$ cat src/rtl/reg_pipe_pkg.sv
// reg_pipe_pkg: shared constants and helpers for the reg_pipe register pipeline.
//   DEF_WIDTH   - default data bits per stage
//   DEF_DEPTH   - default number of stages
//   DEF_RST_VAL - default reset/clear value of each data stage
//   clog2()     - ceiling log2, used to size the occupancy counter
package reg_pipe_pkg;

  localparam int unsigned DEF_WIDTH = 8;
  localparam int unsigned DEF_DEPTH = 4;
  localparam logic [DEF_WIDTH-1:0] DEF_RST_VAL = '0;

  // Ceiling log2; clog2(DEPTH+1) gives the bits needed to count 0..DEPTH.
  function automatic int unsigned clog2(input int unsigned n);
    int unsigned r;
    int unsigned v;
    r = 0;
    v = 1;
    while (v < n) begin
      v = v << 1;
      r = r + 1;
    end
    return r;
  endfunction

endpackage

$ cat src/rtl/reg_stage.sv
// reg_stage: one pipeline stage, WIDTH data bits plus a valid tag.
//   clk_i   - clock, rising edge
//   rst_i   - asynchronous active-high reset (data <= RST_VAL, tag <= 0)
//   en_i    - load enable; holds when low
//   sclr_i  - synchronous clear, wins over en_i
//   d_i/v_i - data and tag to load
//   q_o/v_o - registered data and tag
module reg_stage
  import reg_pipe_pkg::*;
#(
  parameter int unsigned       WIDTH   = DEF_WIDTH,
  parameter logic [WIDTH-1:0]  RST_VAL = '0
) (
  input  logic             clk_i,
  input  logic             rst_i,
  input  logic             en_i,
  input  logic             sclr_i,
  input  logic [WIDTH-1:0] d_i,
  input  logic             v_i,
  output logic [WIDTH-1:0] q_o,
  output logic             v_o
);

  logic [WIDTH-1:0] data_q, data_d;
  logic             vld_q, vld_d;

  always_comb begin
    data_d = data_q;
    vld_d  = vld_q;
    if (sclr_i) begin
      data_d = RST_VAL;
      vld_d  = 1'b0;
    end else if (en_i) begin
      data_d = d_i;
      vld_d  = v_i;
    end
  end

  always_ff @(posedge clk_i or posedge rst_i) begin
    if (rst_i) begin
      data_q <= RST_VAL;
      vld_q  <= 1'b0;
    end else begin
      data_q <= data_d;
      vld_q  <= vld_d;
    end
  end

  assign q_o = data_q;
  assign v_o = vld_q;

endmodule

$ cat src/rtl/reg_pipe.sv
// reg_pipe: enable-gated WIDTH x DEPTH register pipeline with valid tags.
//   clk   - clock, rising edge
//   rst   - asynchronous active-high reset
//   en    - shift enable (0 = stall)
//   sclr  - synchronous flush, wins over en
//   din   - data into stage 0,  vin - its valid tag
//   dout  - data of last stage, vout - its valid tag
//   taps  - all stage data, stage k at [k*WIDTH +: WIDTH]
//   vtaps - all stage tags, bit k = stage k
//   occ   - registered count of valid stages
//   full  - occ == DEPTH,  empty - occ == 0
module reg_pipe
  import reg_pipe_pkg::*;
#(
  parameter int unsigned       WIDTH   = DEF_WIDTH,
  parameter int unsigned       DEPTH   = DEF_DEPTH,
  parameter logic [WIDTH-1:0]  RST_VAL = WIDTH'(DEF_RST_VAL),
  localparam int unsigned      OCC_W   = clog2(DEPTH + 1)
) (
  input  logic                   clk,
  input  logic                   rst,
  input  logic                   en,
  input  logic                   sclr,
  input  logic [WIDTH-1:0]       din,
  input  logic                   vin,
  output logic [WIDTH-1:0]       dout,
  output logic                   vout,
  output logic [WIDTH*DEPTH-1:0] taps,
  output logic [DEPTH-1:0]       vtaps,
  output logic [OCC_W-1:0]       occ,
  output logic                   full,
  output logic                   empty
);

  logic [WIDTH-1:0] stage_q [DEPTH];
  logic             stage_v [DEPTH];

  for (genvar k = 0; k < DEPTH; k++) begin : g_stage
    logic [WIDTH-1:0] d_in;
    logic             v_in;

    if (k == 0) begin : g_head
      assign d_in = din;
      assign v_in = vin;
    end else begin : g_body
      assign d_in = stage_q[k-1];
      assign v_in = stage_v[k-1];
    end

    reg_stage #(
      .WIDTH   (WIDTH),
      .RST_VAL (RST_VAL)
    ) u_stage (
      .clk_i  (clk),
      .rst_i  (rst),
      .en_i   (en),
      .sclr_i (sclr),
      .d_i    (d_in),
      .v_i    (v_in),
      .q_o    (stage_q[k]),
      .v_o    (stage_v[k])
    );

    assign taps[k*WIDTH +: WIDTH] = stage_q[k];
    assign vtaps[k]               = stage_v[k];
  end

  assign dout = stage_q[DEPTH-1];
  assign vout = stage_v[DEPTH-1];

  // Occupancy is tracked incrementally: +1 for a valid entry, -1 for a valid
  // tag shifted out of the last stage, so it stays a plain register.
  logic [OCC_W-1:0] occ_q, occ_d;

  always_comb begin
    occ_d = occ_q;
    if (sclr) begin
      occ_d = '0;
    end else if (en) begin
      occ_d = occ_q + OCC_W'(vin) - OCC_W'(stage_v[DEPTH-1]);
    end
  end

  always_ff @(posedge clk or posedge rst) begin
    if (rst) begin
      occ_q <= '0;
    end else begin
      occ_q <= occ_d;
    end
  end

  assign occ   = occ_q;
  assign full  = (occ_q == OCC_W'(DEPTH));
  assign empty = (occ_q == '0);

endmodule

$ cat config.mk
export PLATFORM = sky130hd
export DESIGN_NAME = reg_pipe
export DESIGN_NICKNAME = d
export VERILOG_FILES = /design/src/rtl/reg_pipe_pkg.sv /design/src/rtl/reg_stage.sv /design/src/rtl/reg_pipe.sv
export SDC_FILE = /design/constraint.sdc
export NUM_CORES = 1
export LEC_CHECK = 0
export ABC_CLOCK_PERIOD_IN_PS = 3180
export CAP_MARGIN = 15
export CORE_MARGIN = 5
export CORE_UTILIZATION = 66
export DETAILED_ROUTE_END_ITERATION = 8
export DONT_BUFFER_PORTS = 1
export GPL_TIMING_DRIVEN = 0
export PLACE_DENSITY = 0.86
export SKIP_CTS_REPAIR_TIMING = 1
export SLEW_MARGIN = 20
export SYNTH_ARGS = -nofsm -noshare
export SYNTH_HDL_FRONTEND = slang
export SYNTH_HIERARCHICAL = 1
export SYNTH_SLANG_ARGS = --single-unit
$ cat constraint.sdc
create_clock -name clk -period 3.18 [get_ports clk]
set_input_delay 0.318 -clock clk [delete_from_list [all_inputs] [get_ports clk]]
set_output_delay 0.318 -clock clk [all_outputs]
set_load 0.02 [all_outputs]
# Word-level counts from Yosys, hierarchy flattened
# Index checks and enable logic that the tools add are counted.
# totals
ff_bits,39
word_cells,32
out_inout_bits,50
# classes
muxes,18
add_sub_neg,2
n_eq_ne,1
reduce_logical,2
# op_table
operator,n
two-way mux 8 bit,8
two-way mux 1 bit,8
two-way mux 3 bit,2
adder 3 x 1 -> 3 bit,1
== test 3 bit (second input constant),1
logical NOT 3 bit,1
subtractor 3 x 1 -> 3 bit,1
nonzero test 2 bit,1

# Logic depth before layout (Yosys ltp)
# Gate-level depths: netlist (run 1).
# logic_depth
depth_word,4
ltp_mapped,9

# Cells and area by module
# Netlist (run 1), hierarchy kept.
# by_module_without_submodules
module,n_inst,cells_each,area_each_um2
reg_stage,4,30,367.9
reg_pipe,1,33,295.3

# Least setup slack after synthesis (run 1)
# No wires, ideal clock.
# synth_timing
path_type,register to register
startpoint,register occ_q[0] (netlist: occ[0])
endpoint,register occ_q[2] (netlist: occ[2])
period_less_slack_ps,1916
path_slack_ps,1264
setup_time_ps,120
arrival_ps,1797
stages_incl_launch_ff,10
path_cell_list,dfrtp_1 > inv_1 > ha_1 > inv_1 > ha_1 > inv_1 > fa_1 > xor2_1 > a21oi_1 > a31o_1
# synth_via
elab_chain_cells,4
# synth_lines
element,line_no,text
"start, declared",reg_pipe.sv:73,"logic [OCC_W-1:0] occ_q, occ_d;"
"start signal, assigned",reg_pipe.sv:86,occ_q <= '0;
"start signal, assigned",reg_pipe.sv:88,occ_q <= occ_d;
adder 3 x 1 -> 3 bit,reg_pipe.sv:80,occ_d = occ_q + OCC_W'(vin) - OCC_W'(stage_v[DEPTH-1]);
subtractor 3 x 1 -> 3 bit,reg_pipe.sv:80,
two-way mux 3 bit,reg_pipe.sv:79,end else if (en) begin
two-way mux 3 bit,reg_pipe.sv:77,if (sclr) begin
# Every way passes these cells. The select of a mux whose other input is x is not followed.
# A chain may end at the register's enable or synchronous reset.

# Final worst setup path (run 1)
# Ends and elaborated chain as after synthesis.

==> metrics.yaml, run 1 <==
drt_iter0_markers: 37
portBuffers: 0
synthDistinctLibCells: 16
finalCritPeriodShare_pct: 65.74
cp_slowest_cell: "dfrtp_1"
initial_core_util_pct: 70.04
crit_top_cell: "inv_1"
ff2ff_path_depth: 9
root_buffer: "clkbuf_4"
worstPathCellList: "inv_1 -> ha_1 -> inv_1 -> ha_1 -> inv_1 -> fa_1 -> xor2_1 -> a21oi_1 -> a31o_1"
post-dp-hpwl_um: 2715
hold_class: "input port to flip-flop"
grt.total_usage_pct: 19.70
yosysSeqAreaShare_pct: 55.24
clock-sinks: 39
syn_inst: 153
rsz0062_at_grt: "no"
routed_wl_um: 3410
chipHeight_um: 61.74
syn_avg_cell_area_um2: 11.55
clkLatencyLatePin_ns: 0.34
diodes: 0
cp-end-kind: "flip-flop"
dieArea_um2: 3811
cts_tree: "built"
power.leakage_nw: 1.039
vias: 1060
gp_congestion: 0.7251
area_growth_pct: 7.578
worstPathArrival_ns: 2.32
cp-startpoint: "occ[0]$_DFFE_PP0P_"
critPathMaxFanout: 5
rows: 18
final_nets: 177
tightest_slew_ns: 0.6886
setup_viol: 0
slew_viol_final: 0
path_clk_slew_ns: 0.11
reg2reg_setup_slack_ns: 1.09
synth_warnings: 6
post_drt_wl_per_cell_um: 17.76
slowest_delay_ns: 0.53
dr.pass1.iters: 4
maxCapViolCount: 0
start_kind: "flip-flop"
hold_viol_final: 0
fin_skew_ns: 0.004562
crit_end: "occ[2]$_DFFE_PP0P_"
synth-seq-cells: 39
reg2reg_to: "occ[2]$_DFFE_PP0P_"
drive_gt1_share_pct: 14.81
h-tree-depth: 2
drcViolationCount: 0
path_delay_family: "adder cells"
chipWidth_um: 61.74
critical_path_class: "flip-flop to flip-flop"
power_density_nw_per_um2: 512.7
ant_nets: 0
fin_cells: 192
status: "finished clean"
r2r-start: "occ[0]$_DFFE_PP0P_"
grt-ovfl-total: 0
peakVddDrop_mv: 0.4309
clock_tree.buffer_depth: 2
antenna_found_initial: 0
cts_buffers: 5
routed_via_density: 5.521
grt_pass1_vias: 1128
relSlewSlack_pct: 53.99
syn_area_um2: 1767
cp.depth: 9
core_region_area_um2: 2522
min_period_ns: 2.091
grt_pass1_wl_um: 5340
grt_max_degree: 13
final.setup.tns_ns: 0
cp.required_ns: 3.41
synth_nets: 169
max_freq_mhz: 478.3
dp_cells: 183
cp_num_buf_inv: 3
ioPinCount: 63
Yosys cell counts:
| cell type | count | area share, % |
|---|---|---|
| dfrtp_1 | 39 | 55 |
| nor2_1 | 39 | 8.3 |
| mux2i_1 | 37 | 21 |
| buf_4 | 12 | 5.1 |
| inv_1 | 8 | 1.7 |
| buf_1 | 4 | 0.85 |
| buf_6 | 4 | 2.5 |
| ha_1 | 2 | 1.4 |
| a211oi_1 | 1 | 0.43 |
| a21oi_1 | 1 | 0.28 |
| a31o_1 | 1 | 0.50 |
| fa_1 | 1 | 1.1 |
| nand2b_1 | 1 | 0.35 |
| nor3_1 | 1 | 0.28 |
| nor3b_1 | 1 | 0.43 |
| xor2_1 | 1 | 0.50 |
layout by cell type (no fill, tap or decap):
cell type | Yosys | routed
a21oi_1 | 1 | 1
xor2_1 | 1 | 1
ha_1 | 2 | 2
bufinv_16 | 0 | 1
mux2i_1 | 37 | 37
nor3b_1 | 1 | 1
a211oi_1 | 1 | 1
clkbuf_8 | 0 | 1
clkinv_2 | 0 | 1
fa_1 | 1 | 1
buf_6 | 4 | 4
a31o_1 | 1 | 1
buf_1 | 4 | 4
nor3_1 | 1 | 1
buf_4 | 12 | 12
nand2b_1 | 1 | 1
clkbuf_4 | 0 | 5
dlygate4sd3_1 | 0 | 1
inv_1 | 8 | 8
dfrtp_1 | 39 | 39
nor2_1 | 39 | 39
cell type report:
cell class / instances / area, µm²
fill: 178 / 621.8
clock inverter: 2 / 35.03
tap: 30 / 37.54
buffer: 20 / 150.1
inverter: 8 / 30.03
timing repair buffer: 1 / 10.01
multi-input combinational: 86 / 610.6
clock buffer: 6 / 51.30
sequential: 39 / 975.9
flip-flops by register name (all words and copies together), names as in the netlist:
register	cells
g_stage.u_stage/q_o	32
g_stage.u_stage/v_o	4
occ	3
how the worst min path moves through the flow:
stage / from / to / slack (ns) / depth (start not counted)
global route: sclr / occ[0]$_DFFE_PP0P_ / 0.03 / 1
global placement: rst / occ[2]$_DFFE_PP0P_ / 0.08 / 1
finish: sclr / occ[0]$_DFFE_PP0P_ / 0.04 / 1
floorplan: rst / occ[0]$_DFFE_PP0P_ / 0.07 / 1
detailed placement: rst / occ[2]$_DFFE_PP0P_ / 0.09 / 1
CTS: rst / occ[1]$_DFFE_PP0P_ / -0.29 / 1
layer usage:
metal	vias up	global-route usage [%]	wire length [µm]	share of wire, %
met5	-	0	0	0
met2	40	32.88	1792	53
met3	4	8.471	331	9.7
met1	515	22.59	1244	36
li1	501	-	-	-
met4	0	7.273	42	1.2
logic make-up after synthesis:
family | synth area share [%]
buffers and inverters | 10.20
flip-flops | 55.24
multiplexers | 20.96
XOR/XNOR | 0.4958
adder cells (fa/ha/maj) | 2.549
AO/OA/AOI/OAI | 1.204
AND/OR/NAND/NOR | 9.349
worst register-to-register path: stages (launching register included):
cell,delay [ns]
dfrtp_1,0.53
inv_1,0.08
ha_1,0.28
inv_1,0.06
ha_1,0.13
inv_1,0.05
fa_1,0.37
xor2_1,0.20
a21oi_1,0.10
a31o_1,0.19
stage by stage:
step / total power [W] / hold slack (ns) / setup slack, ns / util, % / area [µm²]
6_report: 0.0009744 / 0.04034 / 1.089 / 75.35 / 1901
5_1_grt: 0.001018 / 0.02904 / 1.004 / 75.35 / 1901
4_1_cts: 0.0009864 / -0.2911 / 1.070 / 74.95 / 1891
3_5_place_dp: 0.0006461 / 0.08713 / 1.101 / 71.53 / 1804
3_3_place_gp: 0.0006405 / 0.08080 / 1.187 / 71.53 / 1804
2_1_floorplan: 0.0006273 / 0.07164 / 1.264 / - / 1767
power by group:
group | internal [W] | leakage [nW] | total (W) | switching (W)
Combinational | 0.0000358 | 0.457 | 0.0000877 | 0.0000519
Sequential | 0.000511 | 0.534 | 0.000549 | 0.0000377
Clock | 0.000186 | 0.0482 | 0.000338 | 0.000152
Power figures use the tool's default switching activity.
==> run 2, diff against run 1 <==
--- a/config.mk
+++ b/config.mk
@@ -5,14 +5,14 @@
 export SDC_FILE = /design/constraint.sdc
 export NUM_CORES = 1
 export LEC_CHECK = 0
-export ABC_CLOCK_PERIOD_IN_PS = 3180
+export ABC_CLOCK_PERIOD_IN_PS = 2100
 export CAP_MARGIN = 15
 export CORE_MARGIN = 5
-export CORE_UTILIZATION = 66
+export CORE_UTILIZATION = 61
 export DETAILED_ROUTE_END_ITERATION = 8
 export DONT_BUFFER_PORTS = 1
 export GPL_TIMING_DRIVEN = 0
-export PLACE_DENSITY = 0.86
+export PLACE_DENSITY = 0.81
 export SKIP_CTS_REPAIR_TIMING = 1
 export SLEW_MARGIN = 20
 export SYNTH_ARGS = -nofsm -noshare
==> constraint.sdc (replaced) <==
create_clock -name clk -period 2.1 [get_ports clk]
set_input_delay 0.21 -clock clk [delete_from_list [all_inputs] [get_ports clk]]
set_output_delay 0.21 -clock clk [all_outputs]
set_load 0.02 [all_outputs]
==> run 2 against run 1 <==
Against the previous run: flip-flop and latch count unchanged; count of clock-buffer cells in the layout unchanged; power up 34%; highest routed layer unchanged; first-iteration DRC count is 2.7% lower; critical path depth stayed put; fmax increased by 6.0%.
==> metrics.yaml, run 2 (synthesis gave the netlist of run 1 again) <==
chipWidth_um: 63.82
ioPinCount: 63
cts_buffers: 5
crit_end: "occ[2]$_DFFE_PP0P_"
final_cell_mix: "nor2_1 (39), mux2i_1 (37), dfrtp_1 (37)"
grt_pass1_vias: 1189
total_power_w: 0.001303
peakVddDrop_mv: 0.5569
worstPathCellList: "inv_1 -> ha_1 -> inv_1 -> ha_1 -> inv_1 -> fa_1 -> xor2_2 -> a21oi_1 -> a31o_1"
critPathMaxFanout: 5
slew_viol_final: 0
clock_tree.buffer_depth: 2
grt_max_degree: 11
ant_nets: 0
maxCapViolCount: 0
vias: 1085
portBuffers: 0
reg2reg_setup_slack_ns: 0.13
routed_wl_um: 3577
cp.depth: 9
largest_reg_flops: 32
clkLatencyLatePin_ns: 0.33
drt_iter0_markers: 36
hold_viol_final: 0
cp-end-kind: "flip-flop"
dr.pass1.iters: 4
root_buffer: "clkbuf_4"
fin_cells: 193
path_clk_slew_ns: 0.11
reg2reg_to: "occ[2]$_DFFE_PP0P_"
power_density_nw_per_um2: 690.7
max_freq_mhz: 507.1
setup_viol: 0
ff2ff_path_depth: 9
fin_skew_ns: 0.01150
min_period_ns: 1.972
hold_class: "input port to flip-flop"
status: "finished clean"
worstPathArrival_ns: 2.21
grt-ovfl-total: 0
rows: 19
diodes: 0
cts_tree: "built"
antenna_found_initial: 0
start_kind: "flip-flop"
area_growth_pct: 6.799
drive_gt1_share_pct: 14.81
dieArea_um2: 4072
relSlewSlack_pct: 54.46
cp_slowest_cell: "dfrtp_2"
grt_pass1_wl_um: 5878
dp_cells: 184
clock-sinks: 39
post_drt_wl_per_cell_um: 18.53
cp_num_buf_inv: 3
crit_top_cell: "inv_1"
routed_via_density: 5.622
core_region_area_um2: 2758
drcViolationCount: 0
final_common_cell: "nor2_1"
chipHeight_um: 63.82
cp-startpoint: "occ[0]$_DFFE_PP0P_"
final.setup.tns_ns: 0
grt.total_usage_pct: 18.58
critical_path_class: "flip-flop to flip-flop"
finalCoreUtilization_pct: 68.42
final_nets: 179
power.leakage_nw: 1.020
finalCritPeriodShare_pct: 93.90
path_delay_family: "adder cells"
h-tree-depth: 2
cp.required_ns: 2.34
tightest_slew_ns: 0.6816
n_fill_cell: 214
post-dp-hpwl_um: 2702
gp_congestion: 0.7732
slowest_delay_ns: 0.48
initial_core_util_pct: 64.07
r2r-start: "occ[0]$_DFFE_PP0P_"
==> run 2: final cells by class <==
type | instances | area (µm²) | share of cell area (%)
Tap cell | 31 | 38.79 | 2.056
Clock buffer | 6 | 41.29 | 2.188
Inverter | 8 | 30.03 | 1.592
Multi-Input combinational cell | 86 | 618.1 | 32.76
Timing Repair Buffer | 3 | 30.03 | 1.592
Sequential cell | 39 | 978.4 | 51.86
Buffer | 20 | 150.1 | 7.958
==> run 2: metrics by stage <==
step | hold WS, ns | setup slack [ns] | cell area, µm²
floorplan | -0.03636 | 0.1835 | 1767
global placement | -0.02707 | 0.1009 | 1805
detailed placement | -0.01903 | 0.03222 | 1805
CTS | -0.4025 | 0.01443 | 1847
global route | 0.0004030 | -0.01298 | 1887
finish | 0.02739 | 0.1280 | 1887
==> run 2: routing by layer <==
metal | global-route usage (%) | vias up | share of wire [%]
met5 | 0 | - | 0
met4 | 6.753 | 0 | 0.28
met3 | 9.632 | 2 | 9.0
met2 | 30.03 | 44 | 52
met1 | 20.95 | 543 | 38
li1 | - | 496 | -
==> run 2: where the power goes <==
group          total, W  internal (W)  switching [W]
registers      0.000833      0.000775      0.0000581
clock network  0.000332      0.000119       0.000213
logic          0.000138     0.0000579      0.0000804
total           0.00130      0.000952       0.000351
==> run 2: how the worst min path moves through the flow <==
stage	slack, ns	to	startpoint	cells after the start
6_report	0.03	g_stage[0].u_stage/q_o[5]$_DFFE_PP0P_	din[5]	2
5_1_grt	0.0004	g_stage[0].u_stage/q_o[2]$_DFFE_PP0P_	din[2]	2
4_1_cts	-0.40	occ[0]$_DFFE_PP0P_	rst	1
3_5_place_dp	-0.02	occ[0]$_DFFE_PP0P_	rst	1
3_3_place_gp	-0.03	occ[0]$_DFFE_PP0P_	rst	1
2_1_floorplan	-0.04	occ[0]$_DFFE_PP0P_	rst	1
